--- config.mk ---
export PLATFORM = sky130hd
export DESIGN_NAME = rvs192_pipeline_ctrl
export DESIGN_NICKNAME = d
export VERILOG_FILES = /design/src/rtl/rvs192_pkg.sv /design/src/rtl/rvs192_hazard_detect.sv /design/src/rtl/rvs192_pipeline_ctrl.sv
export SDC_FILE = /design/constraint.sdc
export NUM_CORES = 1
export LEC_CHECK = 0
export ABC_AREA = 1
export CAP_MARGIN = 0
export CORE_MARGIN = 2
export CORE_UTILIZATION = 20
export DETAILED_ROUTE_END_ITERATION = 16
export GPL_ROUTABILITY_DRIVEN = 0
export PLACE_DENSITY = 0.82
export SLEW_MARGIN = 15
export SYNTH_ARGS = -nofsm -noshare
export SYNTH_HDL_FRONTEND = slang
export SYNTH_SLANG_ARGS = --single-unit
--- constraint.sdc ---
create_clock -name vclk -period 0.8
set_input_delay 0.08 -clock vclk [all_inputs]
set_output_delay 0.08 -clock vclk [all_outputs]
set_load 0.05 [all_outputs]
--- src/rtl/rvs192_pkg.sv ---
// RVS192 shared package: pipeline-control types and constants.
// Holds the FSM state enum, stage control bundle and drain length.
package rvs192_pkg;

  localparam int PC_W = 32;

  parameter int ISR_DRAIN_CYCLES = 2;

  typedef enum logic [1:0] {
    RUN    = 2'd0,
    DRAIN  = 2'd1,
    VECTOR = 2'd2
  } pp_ctrl_state_type;

  typedef struct packed {
    logic stall_if;
    logic stall_id;
    logic stall_ex;
    logic stall_mem;
    logic kill_id;
    logic kill_ex;
    logic kill_mem;
  } stage_ctrl_type;

  // Canned control words, MSB = stall_if ... LSB = kill_mem.
  localparam stage_ctrl_type CTRL_NONE   = 7'b0000000;
  localparam stage_ctrl_type CTRL_FREEZE = 7'b1111000;
  localparam stage_ctrl_type CTRL_BRKILL = 7'b0000110;
  localparam stage_ctrl_type CTRL_LDUSE  = 7'b1100010;
  localparam stage_ctrl_type CTRL_IMISS  = 7'b1000100;
  localparam stage_ctrl_type CTRL_FLUSH  = 7'b1000111;
  localparam stage_ctrl_type CTRL_VEC    = 7'b0000100;

endpackage

--- src/rtl/rvs192_hazard_detect.sv ---
// RVS192 load-use hazard compare between the EX load and ID sources.
// In: id_rs1, id_rs2, ex_rd, ex_cpu_read. Out: load_use (combinational).
module rvs192_hazard_detect (
  input  logic [4:0] id_rs1,
  input  logic [4:0] id_rs2,
  input  logic [4:0] ex_rd,
  input  logic       ex_cpu_read,
  output logic       load_use
);

  logic rd_nz;
  logic hit;

  // x0 is never a real producer, so it cannot create a hazard.
  assign rd_nz = |ex_rd;
  assign hit   = (ex_rd == id_rs1) || (ex_rd == id_rs2);

  assign load_use = ex_cpu_read & rd_nz & hit;

endmodule

--- src/rtl/rvs192_pipeline_ctrl.sv ---
// RVS192 central stall/kill sequencer with interrupt drain/redirect FSM.
// Config macro: RVS192_ISR_EN (undefined: no interrupt path, state RUN).
// In : clk, rst_n, id_rs1/2, ex_rd, ex_cpu_read, ex_valid, ex_pc,
//      ex_br_wrong, icache_stall, dcache_stall, irq_req, irq_vector.
// Out: stall_if/id/ex/mem, kill_id/ex/mem, pc_redirect, redirect_pc,
//      epc, irq_ack.
module rvs192_pipeline_ctrl
  import rvs192_pkg::*;
#(
  parameter int DRAIN_CYCLES = ISR_DRAIN_CYCLES,
  parameter int PC_LENGTH    = PC_W
) (
  input  logic                 clk,
  input  logic                 rst_n,
  input  logic [4:0]           id_rs1,
  input  logic [4:0]           id_rs2,
  input  logic [4:0]           ex_rd,
  input  logic                 ex_cpu_read,
  input  logic                 ex_valid,
  input  logic [PC_LENGTH-1:0] ex_pc,
  input  logic                 ex_br_wrong,
  input  logic                 icache_stall,
  input  logic                 dcache_stall,
  input  logic                 irq_req,
  input  logic [PC_LENGTH-1:0] irq_vector,
  output logic                 stall_if,
  output logic                 stall_id,
  output logic                 stall_ex,
  output logic                 stall_mem,
  output logic                 kill_id,
  output logic                 kill_ex,
  output logic                 kill_mem,
  output logic                 pc_redirect,
  output logic [PC_LENGTH-1:0] redirect_pc,
  output logic [PC_LENGTH-1:0] epc,
  output logic                 irq_ack
);

  localparam int CNT_W =
    (DRAIN_CYCLES < 2) ? 1 : $clog2(DRAIN_CYCLES + 1);
  localparam logic [CNT_W-1:0] CNT_ONE  = 1;
  localparam logic [CNT_W-1:0] CNT_LOAD = CNT_W'(DRAIN_CYCLES);

  logic load_use;

  rvs192_hazard_detect u_hd (
    .id_rs1      (id_rs1),
    .id_rs2      (id_rs2),
    .ex_rd       (ex_rd),
    .ex_cpu_read (ex_cpu_read),
    .load_use    (load_use)
  );

  pp_ctrl_state_type    state_q, state_d;
  logic [CNT_W-1:0]     cnt_q, cnt_d;
  logic [PC_LENGTH-1:0] epc_q, epc_d;
  stage_ctrl_type       ctrl;
  logic                 redir;
  logic                 ack;
  logic                 irq_go;

`ifdef RVS192_ISR_EN
  assign irq_go = irq_req & ex_valid;

  always_ff @(posedge clk or negedge rst_n) begin
    if (!rst_n) begin
      state_q <= RUN;
      cnt_q   <= '0;
      epc_q   <= '0;
    end else begin
      state_q <= state_d;
      cnt_q   <= cnt_d;
      epc_q   <= epc_d;
    end
  end
`else
  assign irq_go  = 1'b0;
  assign state_q = RUN;
  assign cnt_q   = '0;
  assign epc_q   = '0;

  logic unused_isr;
  assign unused_isr = ^{irq_req, ex_valid, ex_pc,
                        state_d, cnt_d, epc_d};
`endif

  always_comb begin
    state_d = state_q;
    cnt_d   = cnt_q;
    epc_d   = epc_q;
    ctrl    = CTRL_NONE;
    redir   = 1'b0;
    ack     = 1'b0;
    unique case (state_q)
      RUN: begin
        if (dcache_stall) begin
          // Pending mispredict/load-use inputs persist under freeze.
          ctrl = CTRL_FREEZE;
        end else if (ex_br_wrong) begin
          ctrl = CTRL_BRKILL;
        end else if (irq_go) begin
          // Squash EX; it re-executes from epc after return.
          ctrl    = CTRL_FLUSH;
          state_d = DRAIN;
          cnt_d   = CNT_LOAD;
          epc_d   = ex_pc;
        end else if (load_use) begin
          ctrl = CTRL_LDUSE;
        end else if (icache_stall) begin
          ctrl = CTRL_IMISS;
        end
      end
      DRAIN: begin
        if (dcache_stall) begin
          ctrl = CTRL_FREEZE;
        end else begin
          ctrl  = CTRL_FLUSH;
          cnt_d = cnt_q - CNT_ONE;
          if (cnt_q == CNT_ONE) begin
            state_d = VECTOR;
          end
        end
      end
      VECTOR: begin
        ctrl    = CTRL_VEC;
        redir   = 1'b1;
        ack     = 1'b1;
        state_d = RUN;
      end
      default: begin
        state_d = RUN;
      end
    endcase
  end

  // Everything reads as idle while reset is held.
  assign stall_if    = rst_n & ctrl.stall_if;
  assign stall_id    = rst_n & ctrl.stall_id;
  assign stall_ex    = rst_n & ctrl.stall_ex;
  assign stall_mem   = rst_n & ctrl.stall_mem;
  assign kill_id     = rst_n & ctrl.kill_id;
  assign kill_ex     = rst_n & ctrl.kill_ex;
  assign kill_mem    = rst_n & ctrl.kill_mem;
  assign pc_redirect = rst_n & redir;
  assign irq_ack     = rst_n & ack;
  assign redirect_pc = irq_vector;
  assign epc         = epc_q;

endmodule

==> flow_metrics.env <==
export IMPL_final_common_cell="conb_1"
export IMPL_finalSetupViolCount=4
export IMPL_io_pins=160
export IMPL_worstPathRequired_ns=0.72
export IMPL_port_buffers=26
export IMPL_syn_to_final_growth_pct=18.2
export IMPL_layout_cells_non_filler=180
export IMPL_wl_um=1560
export IMPL_grt_pass1_wl_um=2000
export IMPL_seq_cells=0
export IMPL_yosys_warnings=0
export IMPL_cts_hold_buffers=0
export IMPL_ant_nets=0
export IMPL_drtPass1Iterations=4
export IMPL_final_critical_path_setup_slack_ns=-0.349
export IMPL_path_max_fanout=4
export IMPL_drt_iter0_drc=3
export IMPL_fmax_mhz=870
export IMPL_min_path_cells=0
export IMPL_p_per_area_nw_per_um2=867
export IMPL_drv_slew=0
export IMPL_finalCriticalPeriod_ns=1.15
export IMPL_dp_hpwl_um=1370
export IMPL_grt_antenna_before_repair=0
export IMPL_whs_endpoint="redirect_pc[11]"
export IMPL_dr_total_vias=619
export IMPL_clockBufferCount=0
export IMPL_total_power_uw=812
export IMPL_num_antenna_cells=0
export IMPL_post_place_cells=180
export IMPL_crit_type="primary input to output pin"
export IMPL_nNetsFinal=221
export IMPL_grt_max_degree=5
export IMPL_die_y_um=66.9
export IMPL_worstSetupStartpointType="primary input"
export IMPL_cp_arrival_ns=1.07
export IMPL_syn_avg_cell_area_um2=5.91
export IMPL_hp_start="irq_vector[11]"
export IMPL_core_um2=3740
export IMPL_final_period_utilization=1.44
export IMPL_rows=22
export IMPL_wire_per_inst_um=8.66
export IMPL_status="complete, but fails checks"
export IMPL_ff_latch_area_um2=0
export IMPL_fin_tns_setup_ns=-1.29
export IMPL_yosys_cell_types_count=14
export IMPL_drive_gt1_frac=0.477
export IMPL_cp_end_kind="output pin"
export IMPL_grt_remaining_overflow=0
export IMPL_drv_cap=0
export IMPL_rsz0062_at_grt="yes"
export IMPL_ir_drop_mv=0.275
export IMPL_drc=0
export IMPL_grt_usage=0.0571
export IMPL_violations="setup timing"
export IMPL_hold_viol_final=0
export IMPL_initial_utilization=0.212
export IMPL_fp_dieArea_um2=4480
export IMPL_die_w_um=66.9
export IMPL_final_core_util=0.250
export IMPL_avgViaCountPerCell=3.44
export IMPL_final_cell_mix="conb_1, nand2_1, nand2_2"
export IMPL_syn_cell_area_um2=792
export IMPL_hp_class="primary input to output pin"
export IMPL_leakagePower_uw=0.000526
export IMPL_synthCells=134
export IMPL_grt_pass1_vias=518
export IMPL_ys_seq_area_frac=0
## per-layer routing
metal / GRT usage / up-vias / part of all wire
li1: - / 286 / -
met1: 0.0370 / 273 / 0.23
met2: 0.109 / 48 / 0.50
met5: 0 / - / 0
met4: 0.0434 / 0 / 0.074
met3: 0.0372 / 12 / 0.20
## cell usage after synthesis
| cell type | count | area share |
|---|---|---|
| a21oi_1 | 1 | 0.0063 |
| buf_4 | 68 | 0.64 |
| clkinv_1 | 1 | 0.0047 |
| conb_1 | 1 | 0.0047 |
| inv_1 | 12 | 0.057 |
| inv_2 | 5 | 0.024 |
| nand2_1 | 25 | 0.12 |
| nand2_2 | 3 | 0.024 |
| nand3_1 | 5 | 0.032 |
| nand4_1 | 1 | 0.0079 |
| nor2_1 | 8 | 0.038 |
| o21ai_0 | 1 | 0.0063 |
| o21ai_2 | 1 | 0.011 |
| xnor2_1 | 2 | 0.022 |
## where the power goes
group / total, uW / internal (uW) / switching [uW]
combinational: 812 / 228 / 584
sequential: 0 / 0 / 0
clock: 0 / 0 / 0
total: 812 / 228 / 584
## cell type report
class,instances,area (um^2)
fill,432,2810
inverter,18,92.6
multi-input combinational,82,434
tap,48,60.1
timing repair buffer,32,349
## metrics by stage
| stage | worst slack [ns] | cell area [um^2] | hold slack [ns] |
|---|---|---|---|
| after detailed placement | -0.939 | 865 | 0.160 |
| after CTS | -0.352 | 850 | 0.160 |
| after floorplan | -0.112 | 970 | 0.327 |
| after global routing | -0.380 | 936 | 0.160 |
| after global placement | -0.889 | 865 | 0.160 |
| final | -0.349 | 936 | 0.160 |
## critical path, stage by stage
cell and delay, ns:
buf_12 0.09, clkinv_4 0.04, nand2_2 0.05, nand2_2 0.05, nor2_2 0.14, nand3_1 0.10
nand2_2 0.09, nand2_2 0.08, o21ai_2 0.16, inv_4 0.04, buf_8 0.14
## how the worst max path moves through the flow
stage                         start  endpoint  slack, ns  cells after the start
after detailed placement   ex_rd[2]   kill_id      -0.94                     11
after global routing       ex_rd[0]  stall_if      -0.38                     10
after floorplan            ex_rd[2]   kill_ex      -0.11                      8
after CTS                 id_rs2[0]  stall_if      -0.35                      9
final                      ex_rd[0]   kill_id      -0.35                     11
after global placement     ex_rd[2]   kill_id      -0.89                     11
## kinds of logic after synthesis
family,count (synthesis),share of synthesized area
compound gates,3,0.0237
xor+xnor,2,0.0221
buf+inv,86,0.730
other cells,1,0.00473
simple gates,42,0.220
## repair_timing
item | in CTS | in global routing
setup endpoints to repair | 6 | 6
setup buffers | 0 | 0
pin swaps | 24 | 15
resized for setup | 84 | 28
endpoints found under the hold margin | 0 | 0
Power figures use the tool's default switching activity.
